<file path="src/rtl/compositor_pkg.sv">
// Shared types and constants for the layer compositor colour output stage.
package compositor_pkg;

  typedef struct packed {
    logic [3:0] r;
    logic [3:0] g;
    logic [3:0] b;
  } rgb444_t;

  localparam int unsigned CHAN_W = 4;
  localparam int unsigned RGB_W  = 12;
  localparam int unsigned R_LSB  = 8;
  localparam int unsigned G_LSB  = 4;
  localparam int unsigned B_LSB  = 0;

  localparam logic [11:0] DEFAULT_KEY_RGB   = 12'hF0F;
  localparam logic        DEFAULT_SYNC_IDLE = 1'b1;

  // Indexed by {y0, x0}: (0,0)=0, (1,0)=2, (0,1)=3, (1,1)=1
  localparam logic [7:0] BAYER_TABLE = {2'd1, 2'd3, 2'd2, 2'd0};

  function automatic logic [1:0] bayer_value(input logic x0, input logic y0);
    logic [2:0] idx;
    idx = {y0, x0, 1'b0};
    return BAYER_TABLE[idx +: 2];
  endfunction

endpackage

</file>
<file path="src/rtl/channel_reduce.sv">
// Reduces one 4-bit colour channel to OUT_BITS; COMPOSITOR_DITHER_EN adds 2x2 ordered dither.
module channel_reduce
  import compositor_pkg::*;
#(
  parameter int unsigned OUT_BITS = 3
) (
  input  logic [CHAN_W-1:0]   chan,
`ifdef COMPOSITOR_DITHER_EN
  input  logic                x0,
  input  logic                y0,
`endif
  output logic [OUT_BITS-1:0] reduced
);

`ifdef COMPOSITOR_DITHER_EN
  localparam int unsigned DitherShift = CHAN_W - OUT_BITS;

  logic [1:0] bayer;
  logic [4:0] add;
  logic [4:0] sum;
  logic [3:0] sat;

  assign bayer   = bayer_value(x0, y0);
  assign add     = 5'((32'(bayer) << DitherShift) >> 2);
  assign sum     = {1'b0, chan} + add;
  assign sat     = sum[4] ? 4'hF : sum[3:0];
  assign reduced = sat[CHAN_W-1 -: OUT_BITS];
`else
  logic unused_low;

  assign unused_low = ^chan;
  assign reduced    = chan[CHAN_W-1 -: OUT_BITS];
`endif

endmodule

</file>
<file path="src/rtl/layer_compositor.sv">
// Priority/transparency/blink layer merge with 2-stage registered VGA colour and sync output.
// Optional build macro COMPOSITOR_DITHER_EN enables ordered dither in channel reduction.
module layer_compositor
  import compositor_pkg::*;
#(
  parameter int unsigned           NUM_LAYERS   = 4,
  parameter int unsigned           OUT_BITS     = 3,
  parameter logic [11:0]           KEY_RGB      = DEFAULT_KEY_RGB,
  parameter logic [NUM_LAYERS-1:0] BLINK_MASK   = '0,
  parameter int unsigned           BLINK_FRAMES = 30,
  parameter logic                  SYNC_IDLE    = DEFAULT_SYNC_IDLE
) (
  input  logic                     clk,
  input  logic                     reset,
  input  logic                     in_active,
  input  logic                     in_hsync,
  input  logic                     in_vsync,
  input  logic [10:0]              in_pixel_x,
  input  logic [9:0]               in_pixel_y,
  input  logic [NUM_LAYERS-1:0]    layer_valid,
  input  logic [12*NUM_LAYERS-1:0] layer_rgb,
  input  logic [11:0]              bg_rgb,
  output logic [OUT_BITS-1:0]      VGA_R,
  output logic [OUT_BITS-1:0]      VGA_G,
  output logic [OUT_BITS-1:0]      VGA_B,
  output logic                     hsync,
  output logic                     vsync,
  output logic                     blink_phase
);

  localparam int unsigned CntW = (BLINK_FRAMES > 1) ? $clog2(BLINK_FRAMES) : 1;

  logic [CntW-1:0] frame_cnt_q, frame_cnt_d;
  logic            blink_q, blink_d;
  logic            vsync_prev_q;
  logic            vsync_edge;

  assign vsync_edge  = (vsync_prev_q == SYNC_IDLE) && (in_vsync != SYNC_IDLE);
  assign blink_phase = blink_q;

  always_comb begin
    frame_cnt_d = frame_cnt_q;
    blink_d     = blink_q;
    if (vsync_edge) begin
      if (frame_cnt_q == CntW'(BLINK_FRAMES - 1)) begin
        frame_cnt_d = '0;
        blink_d     = ~blink_q;
      end else begin
        frame_cnt_d = frame_cnt_q + 1'b1;
      end
    end
  end

  always_ff @(posedge clk) begin
    if (reset) begin
      frame_cnt_q  <= '0;
      blink_q      <= 1'b0;
      vsync_prev_q <= SYNC_IDLE;
    end else begin
      frame_cnt_q  <= frame_cnt_d;
      blink_q      <= blink_d;
      vsync_prev_q <= in_vsync;
    end
  end

  // Scan from lowest priority upward so the lowest eligible index wins.
  rgb444_t winner;

  always_comb begin
    winner = bg_rgb;
    for (int i = int'(NUM_LAYERS) - 1; i >= 0; i--) begin
      if (layer_valid[i] && (layer_rgb[12*i +: 12] != KEY_RGB) &&
          !(BLINK_MASK[i] && blink_q)) begin
        winner = layer_rgb[12*i +: 12];
      end
    end
  end

  rgb444_t col_q;
  logic    active_q;
  logic    hs1_q, vs1_q;
  logic    unused_pix;

`ifdef COMPOSITOR_DITHER_EN
  logic x0_q, y0_q;

  assign unused_pix = ^{in_pixel_x[10:1], in_pixel_y[9:1]};

  always_ff @(posedge clk) begin
    if (reset) begin
      x0_q <= 1'b0;
      y0_q <= 1'b0;
    end else begin
      x0_q <= in_pixel_x[0];
      y0_q <= in_pixel_y[0];
    end
  end
`else
  assign unused_pix = ^{in_pixel_x, in_pixel_y};
`endif

  always_ff @(posedge clk) begin
    if (reset) begin
      col_q    <= '0;
      active_q <= 1'b0;
      hs1_q    <= SYNC_IDLE;
      vs1_q    <= SYNC_IDLE;
    end else begin
      col_q    <= winner;
      active_q <= in_active;
      hs1_q    <= in_hsync;
      vs1_q    <= in_vsync;
    end
  end

  logic [OUT_BITS-1:0] r_red, g_red, b_red;

  channel_reduce #(.OUT_BITS(OUT_BITS)) u_reduce_r (
    .chan    (col_q.r),
`ifdef COMPOSITOR_DITHER_EN
    .x0      (x0_q),
    .y0      (y0_q),
`endif
    .reduced (r_red)
  );

  channel_reduce #(.OUT_BITS(OUT_BITS)) u_reduce_g (
    .chan    (col_q.g),
`ifdef COMPOSITOR_DITHER_EN
    .x0      (x0_q),
    .y0      (y0_q),
`endif
    .reduced (g_red)
  );

  channel_reduce #(.OUT_BITS(OUT_BITS)) u_reduce_b (
    .chan    (col_q.b),
`ifdef COMPOSITOR_DITHER_EN
    .x0      (x0_q),
    .y0      (y0_q),
`endif
    .reduced (b_red)
  );

  // Blanking is applied after reduction so dither can never leak colour into blank.
  always_ff @(posedge clk) begin
    if (reset) begin
      VGA_R <= '0;
      VGA_G <= '0;
      VGA_B <= '0;
      hsync <= SYNC_IDLE;
      vsync <= SYNC_IDLE;
    end else begin
      VGA_R <= active_q ? r_red : '0;
      VGA_G <= active_q ? g_red : '0;
      VGA_B <= active_q ? b_red : '0;
      hsync <= hs1_q;
      vsync <= vs1_q;
    end
  end

endmodule

</file>
<file path="config.mk">
export PLATFORM = sky130hd
export DESIGN_NAME = layer_compositor
export DESIGN_NICKNAME = d
export VERILOG_FILES = /design/src/rtl/compositor_pkg.sv /design/src/rtl/channel_reduce.sv /design/src/rtl/layer_compositor.sv
export SDC_FILE = /design/constraint.sdc
export NUM_CORES = 1
export LEC_CHECK = 0
export CORE_AREA = 3 3 93 51
export CTS_CLUSTER_DIAMETER = 40
export DETAILED_ROUTE_END_ITERATION = 6
export DIE_AREA = 0 0 96 54
export GPL_ROUTABILITY_DRIVEN = 0
export GPL_TIMING_DRIVEN = 0
export PLACE_DENSITY = 0.8
export SLEW_MARGIN = 20
export SYNTH_ARGS = -nofsm -noshare
export SYNTH_HDL_FRONTEND = slang
export SYNTH_SLANG_ARGS = --single-unit
</file>
<file path="constraint.sdc">
create_clock -name clk -period 3.5 [get_ports clk]
set_input_delay 0.7 -clock clk [delete_from_list [all_inputs] [get_ports clk]]
set_output_delay 0.7 -clock clk [all_outputs]
set_load 0.01 [all_outputs]
</file>
==> results.ini <==
[placed_design]
dp_hpwl_um = 3470
pre_cts_ws_ns = 0.579
port_buffers = 76

[min_path]
hold_class = reg2reg

[yosys]
synthCells = 150
syn_nets = 242
synth_top_area_frac = 0.405
synth-seq-area-share = 0.405
syn_area_um2 = 1430
yosysTopAreaCell = dfxtp_1
yosysWarnings = 0
syn_avg_cell_area_um2 = 9.56
synth_seq_cells = 29
synthTopCellsByArea = dfxtp_1 40%, mux2i_1 4.2%, and2_1 3.9%
ys_types = 37

[critical_path]
critPathMaxStageDelay_ns = 0.55
path_buf_inv = 1
end_kind = flip-flop
cp.arrival_ns = 2.78
path_cells = clkdlybuf4s50_1 > nand4bb_4 > o41ai_4 > mux2i_1 > a221o_1 > a221oi_1
critPathLaunchType = primary input
critPathMaxFanout = 6
crit_required_ns = 3.66
rrSetupSlack_ns = 1.87
cpMaxStageDelayCell = o41ai_4
path_class = in2reg
cp_top_family = compound AO/OA/AOI/OAI gates

[grt]
grt_max_degree = 11
grt_overflow_total = 0
grt_pass1_wl_um = 6420
grt_pass1_vias = 1415
grt_usage = 0.164
antenna_found_initial = 0

[timing]
final_max_slew_viol_count = 0
setup_tns_ns = 0
layout_setup_ws_ns = 0.874
maxSlewHeadroom = 0.437
worst_pin_slew_ns = 0.837
fin_crit_sh = 0.750
fin_skew_ns = 0.00265
rsz0062_at_grt = no
period_minus_slack_ns = 2.63
setup_viol = 0
max_freq_mhz = 381
fin_hold_ws_ns = 0.407
final_hold_viol_count = 0

[pwr]
p_leak_nw = 0.926
p_per_area_nw_per_um2 = 362
power.total_mw = 0.861
peakVddDrop_uv = 180

[drt]
drt_wl_total_um = 4190
vias = 1425
drtAntennaViolNets = 0
drt-vias-per-instance = 4.95
drc = 0
first_pass_iters = 4
wl_per_cell_um = 14.5
drt_iter0_markers = 28

[layout]
fillerInstances = 345
final_layout_size_suffix_gt1_frac = 0.0641
register_area_um2 = 581
nNetsFinal = 325
diodes = 0
multi_input_area_um2 = 796
area_growth_pct = 65.9
final_cell_mix = 76 x clkdlybuf4s50_1, 29 x dfxtp_1, 11 x nor2_1
final_common_cell = clkdlybuf4s50_1

[cts]
cts_resized = 0
cts_sinks = 29
clock-root-buffer = clkbuf_8
cts_setup_buffers = 0
numCtsBuffers = 5
cts_tree = built
htreeDepth = 2
clock_latency_ns = 0.27
path_clk_slew_ns = 0.06
hold_buffers = 0
clock_path_buffers = 2

[die]
die_y_um = 54
pin_count = 102
die_w_um = 96
design.core.area_um2 = 3900
fp-row-count = 16
initial_utilization = 0.367
die_area_um2 = 5180

[flow_run]
maxCapViolations = 0

[outcome]
outcome = finished, final reports clean

==> routing by layer <==
metal  part of all wire  GRT usage  wire length [µm]
met2               0.50      0.287              2090
met1               0.43      0.198              1790
met3              0.056     0.0377               234
met4              0.019     0.0684                78
met5                  0          0                 0
==> layout make-up <==
class                           instances  share of cell area
Tap cell                               54              0.0284
Inverter                                9              0.0142
Timing Repair Buffer                   76               0.320
Multi-Input combinational cell        106               0.335
Sequential cell                        29               0.244
Buffer                                  6             0.00999
Clock buffer                            7              0.0363
Clock inverter                          1              0.0126
==> sequential cells by signal, indices dropped and copies added, names as in the netlist <==
signal and cells:
col_q 9, VGA_B 3, frame_cnt_q 5, vsync 1, VGA_G 3, hsync 1, hs1_q 1, vs1_q 1
active_q 1, blink_phase 1, VGA_R 3
==> logic make-up (layout without fill, tap and decap cells) <==
logic type	count (synthesis)	in the layout	synth area share
simple gates	54	54	0.240
compound gates	39	39	0.225
flops	29	29	0.405
buf+inv	15	99	0.0401
mux	6	6	0.0419
xor+xnor	5	5	0.0305
fa+ha+maj	2	2	0.0174
==> cell usage after synthesis <==
library cell / instances
inv_1: 9
xor2_1: 3
o221ai_1: 2
ha_1: 2
a31oi_1: 2
or2_2: 4
nor2_1: 11
mux2i_1: 6
o31ai_1: 4
a21o_1: 2
nand4bb_1: 2
o32ai_1: 1
nand4_1: 2
a211oi_1: 3
a311oi_1: 2
o41ai_4: 1
o31a_1: 2
xnor2_1: 2
a221oi_1: 5
a221oi_2: 1
nand2_1: 7
clkbuf_1: 5
nand4b_1: 5
a21oi_1: 7
or4_1: 1
nor4bb_1: 1
dfxtp_1: 29
and4b_1: 2
nand4bb_4: 1
and2_1: 9
o211a_1: 2
a221o_1: 3
nand3_1: 3
o21ai_0: 2
nor2b_1: 5
buf_2: 1
nor3_1: 1
==> worst paths after layout <==
kind | startpoint | end | cells past startpoint
worst max register to register | vs1_q$_SDFF_PP1_ | frame_cnt_q[1]$_SDFFE_PP0P_ | 5
worst min-delay path | hs1_q$_SDFF_PP1_ | hsync$_SDFF_PP1_ | 1
worst max-delay path | layer_rgb[45] | col_q[11]$_SDFF_PP0_ | 6
worst min register to register | hs1_q$_SDFF_PP1_ | hsync$_SDFF_PP1_ | 1
==> report_power, final <==
group          internal (mW)  switching (mW)  leakage, nW
Clock                  0.232           0.116       0.0585
Combinational          0.101          0.0611        0.629
Sequential             0.345         0.00556        0.238
Total                  0.678           0.183        0.926
==> stage by stage <==
| step | util | cells | area, µm² |
|---|---|---|---|
| finish | 0.609 | 288 | 2380 |
| global route | 0.609 | 288 | 2380 |
| CTS | 0.609 | 288 | 2380 |
| detailed placement | 0.579 | 280 | 2260 |
| global placement | 0.579 | 280 | 2260 |
| floorplan | - | 150 | 1430 |
Note: power is estimated with default switching activity, not from simulation.
==> patch 1: new RTL, config.mk and constraints unchanged <==
Build with the macro `COMPOSITOR_DITHER_EN` defined.
--- a/src/rtl/channel_reduce.sv
+++ b/src/rtl/channel_reduce.sv
@@ -1,4 +1,6 @@
 // Reduces one 4-bit colour channel to OUT_BITS; COMPOSITOR_DITHER_EN adds 2x2 ordered dither.
+`define COMPOSITOR_DITHER_EN
+
 module channel_reduce
   import compositor_pkg::*;
 #(
Check against the original RTL: not equivalent (a bounded check fails within 4 cycles, from zero or initial values and one cycle with reset high).
==> patch 1 against the original RTL <==
  * Fmax grew 3.3%
  * Setup slack improved by 0.085 ns
  * Sequential share of layout area shrank 0.64 points
  * Total power rose by 7.3%
  * Area after synthesis increased by 33%
  * Sequential cell count rose by 5
  * Wire length up 28%
  * Final area rose by 20%
  * Via count rose by 42%
  * Critical path type unchanged
==> patch 1: results (changes against the original RTL) <==
- Adder-cell share of the synthesized area: 3.29% (+1.5 points)
- Placed cell areas: 0.00277 sq mm (+22%)
- Peak supply drop: 0.143 mV (-21%)
- Routed vias/inst: 5.56 (+12%)
- Largest net degree at the start of global routing: 12 (+1)
- Max Clock Skew: 0.00426 ns (+0.00161 ns)
- Worst Path Max Fanout: 10 (+4)
- Initial DRC Count: 168 (+500%)
- WL final: 5370 um (+28%)
- Worst Tran Pin Value: 0.592 ns (-0.245 ns)
- Vias in the first global route: 1821 (+29%)
- Worst reg2reg path depth: 5 (unchanged)
- M1 WL: 2410 um (+35%)
- Sequential power: 421 uW (+20%)
- Comb group: 213 uW (+31%)
- Total GRT Usage: 21.0% (+4.6 points)
- PortBufs: 80 (+5.3%)
- Slowest-stage cell, CP: or4b_1
- FF-to-FF End: frame_cnt_q[1]$_SDFFE_PP0P_
- Global Route met2 Usage: 35.8% (+7.1 points)
- Switching pwr: 234 uW (+28%)
- Synth Area in Compound Gates: 21.3% (-1.2 points)
- Synth unique cells: 43 (+16%)
- Nets: 405 (+25%)
- Global-route wire length before repair: 8340 um (+30%)
- DR WL/cell: 14.7 um (+1.1%)
- Leakage: 1.09 nW (+18%)
- Placed Instances: 357 (+28%)
- Pre-CTS setup slack: 0.706 ns (+0.127 ns)
- Xor/xnor share of the synthesized area: 2.76% (-0.29 points)
- GR Util met1: 27.1% (+7.3 points)
- Status: finished, final reports clean
- Area contributors post-synth: dfxtp_1, nor2_1, mux2_2
- Mux share of post-synthesis cell area: 6.19% (+2.0 points)
- Internal power: 690 uW (+1.8%)
- Syn nets: 318 (+31%)
- Most frequent cells after synthesis: dfxtp_1, nor2_1, inv_1
- Grt met3 use: 5.31% (+1.5 points)
- Arr. time, crit path: 2.69 ns (-0.09 ns)
- Met3 WL: 429 um (+83%)
- HPWL after detailed placement: 4430 um (+28%)
- Filler instances: 301 (-13%)
- Synth Instances: 223 (+49%)
- Sequential share of the synthesized area: 35.8% (-4.7 points)
- Hold Worst Slack: 0.416 ns (+0.00893 ns)
[patch 1: cell type report]
type | instances | area, sq um | share of cell area, %
clock inverter | 2 | 12.5 | 0.437
tap | 54 | 67.6 | 2.36
timing repair buffer | 80 | 801 | 28.0
sequential | 34 | 681 | 23.8
buffer | 8 | 37.5 | 1.31
multi-input combinational | 165 | 1120 | 39.2
clock buffer | 6 | 82.6 | 2.88
inverter | 16 | 60.1 | 2.10
[patch 1: how the worst max path moves through the flow]
stage                         startpoint                    to  slack, ns
after floorplan            layer_rgb[16]   col_q[5]$_SDFF_PP0_       1.35
after global placement     layer_rgb[16]   col_q[5]$_SDFF_PP0_       0.75
after detailed placement   layer_rgb[16]   col_q[5]$_SDFF_PP0_       0.71
after CTS                  layer_rgb[16]   col_q[5]$_SDFF_PP0_       1.01
after global routing      layer_valid[2]  col_q[10]$_SDFF_PP0_       0.95
final                      layer_rgb[16]   col_q[5]$_SDFF_PP0_       0.96
==> patch 2: new RTL, same flow settings <==
Made on the original files. Register the input `layer_valid` before use. The logic sees it one clock later. The other inputs are not delayed to match.
--- a/src/rtl/layer_compositor.sv
+++ b/src/rtl/layer_compositor.sv
@@ -29,6 +29,12 @@
 );
 
   localparam int unsigned CntW = (BLINK_FRAMES > 1) ? $clog2(BLINK_FRAMES) : 1;
+
+  logic [NUM_LAYERS-1:0] layer_valid_q;
+
+  always_ff @(posedge clk) begin
+    layer_valid_q <= layer_valid;
+  end
 
   logic [CntW-1:0] frame_cnt_q, frame_cnt_d;
   logic            blink_q, blink_d;
@@ -69,7 +75,7 @@
   always_comb begin
     winner = bg_rgb;
     for (int i = int'(NUM_LAYERS) - 1; i >= 0; i--) begin
-      if (layer_valid[i] && (layer_rgb[12*i +: 12] != KEY_RGB) &&
+      if (layer_valid_q[i] && (layer_rgb[12*i +: 12] != KEY_RGB) &&
           !(BLINK_MASK[i] && blink_q)) begin
         winner = layer_rgb[12*i +: 12];
       end
Check against the original RTL: not equivalent (a bounded check fails within 4 cycles, from zero or initial values and one cycle with reset high).
==> patch 2 against the original RTL <==
  * Via count up 5.6%
  * Total power is 8.2% higher
  * Area after synthesis up 9.3%
  * Wire length increased by 6.7%
  * Combinational power rose by 3%
  * Setup slack better by 0.11 ns
  * Final area rose by 5.6%
  * Clock power is 4% higher
  * Die area is the same
  * Sequential cell count increased by 4
==> patch 2: results (changes against the original RTL) <==
- Longest Clk Path Bufs: 2 (unchanged)
- Reg2Reg Setup Slack: 1.81 ns (-0.06 ns)
- Crit-path leading delay family: buffers and inverters
- WL final: 4470 um (+6.7%)
- DR WL/cell: 14.9 um (+2.8%)
- Net Sw Frac: 21.7% (+0.42 points)
- Sequential share of the synthesized area: 42.1% (+1.7 points)
- Filler instances: 335 (-2.9%)
- Setup Fix Bufs, Post-CTS: 0 (unchanged)
- Final hold violations: 0 (unchanged)
- Peak per-stage delay on the critical path: 0.49 ns (-0.06 ns)
- Top flop regs: col_q x9, frame_cnt_q x5, layer_valid_q x4
- Synth Instances: 161 (+7.3%)
- Leakage: 0.969 nW (+4.7%)
- Worst Tran Pin Value: 0.469 ns (-0.368 ns)
- Worst Path Max Fanout: 10 (+4)
- Hold Worst Slack: 0.414 ns (+0.00632 ns)
- Syn nets: 253 (+4.5%)
- FF-to-FF End: col_q[7]$_SDFF_PP0_
- Global-route wire length before repair: 6890 um (+7.4%)
- Ys async rst share: 0% (unchanged)
- Nets: 336 (+3.4%)
- Status: finished, final reports clean
- Peak supply drop: 0.152 mV (-15%)
- Startpoint types: input port
- Area contributors post-synth: dfxtp_1, a21oi_1, and2_1
- HPWL after detailed placement: 3640 um (+5.1%)
- Initial DRC Count: 55 (+96%)
- Ratio of cells with drive above 1 in the final layout: 8.98% (+2.6 points)
- Placed Instances: 291 (+3.9%)
- Slowest-stage cell, CP: or4b_1
- R2R Path Start: layer_valid_q[3]$_DFF_P_
- Most frequent cells after synthesis: dfxtp_1, a21oi_1, inv_1
- Placed cell areas: 0.00240 sq mm (+5.9%)
- Synth unique cells: 41 (+11%)
- Max Clock Skew: 0.00773 ns (+0.00509 ns)
[patch 2: changes by cell type after synthesis, moves of 3 or more]
cell	change
mux2_1	+3
mux2i_1	-4
inv_1	+4
dfxtp_1	+4
nand2_1	-3
a21oi_1	+6
o31ai_1	-3
o21ai_1	+3
[patch 2: final cells by class]
class	count	area (sq um)	area share, %
Buffer	7	33.8	1.34
Clock buffer	7	86.3	3.44
Clock inverter	1	30.0	1.20
Inverter	13	48.8	1.94
Multi-Input combinational cell	108	825	32.8
Sequential cell	33	661	26.3
Tap cell	54	67.6	2.69
Timing Repair Buffer	76	761	30.3
[patch 2: cell families after synthesis]
| kind of cell | share of synthesized area [%] |
|---|---|
| AOI/OAI and AO/OA | 19.9 |
| buffers and inverters | 5.27 |
| DFF | 42.1 |
| muxes | 4.15 |
| xor gates and xnor gates | 2.79 |
| and+or+nand+nor | 24.2 |
| adders and majority gates | 1.60 |
[patch 2: metal layers]
layer,GRT usage [%],routed length [um],share of wire [%],up-vias
met5,0,0,0,-
met3,4.61,199,4.5,12
met1,19.6,1890,42,690
met4,6.60,92,2.1,0
li1,-,-,-,753
met2,32.7,2280,51,50
[patch 2: stage by stage]
| stage | power, mW | util [%] | worst slack (ns) |
|---|---|---|---|
| floorplan | 0.472 | - | 1.40 |
| global placement | 0.570 | 61.4 | 0.783 |
| detailed placement | 0.574 | 61.4 | 0.720 |
| CTS | 0.936 | 64.4 | 1.02 |
| global route | 0.968 | 64.4 | 0.934 |
| finish | 0.932 | 64.4 | 0.987 |
[patch 2: worst max path at each step]
stage,end,from,slack [ns],cells past startpoint
after floorplan,col_q[5]$_SDFF_PP0_,layer_rgb[4],1.40,5
after global placement,col_q[7]$_SDFF_PP0_,layer_rgb[10],0.78,7
after detailed placement,col_q[7]$_SDFF_PP0_,layer_rgb[10],0.72,7
after CTS,col_q[5]$_SDFF_PP0_,layer_rgb[10],1.02,7
after global routing,col_q[2]$_SDFF_PP0_,layer_rgb[29],0.93,6
final,col_q[7]$_SDFF_PP0_,layer_rgb[10],0.99,7
[patch 2: power by group through the flow]
stage	Combinational, mW	Clock, mW	Sequential [mW]
6_report	0.167	0.363	0.401
5_1_grt	0.179	0.386	0.403
4_1_cts	0.166	0.368	0.402
3_5_place_dp	0.164	0	0.410
3_3_place_gp	0.161	0	0.409
2_1_floorplan	0.0630	0	0.409
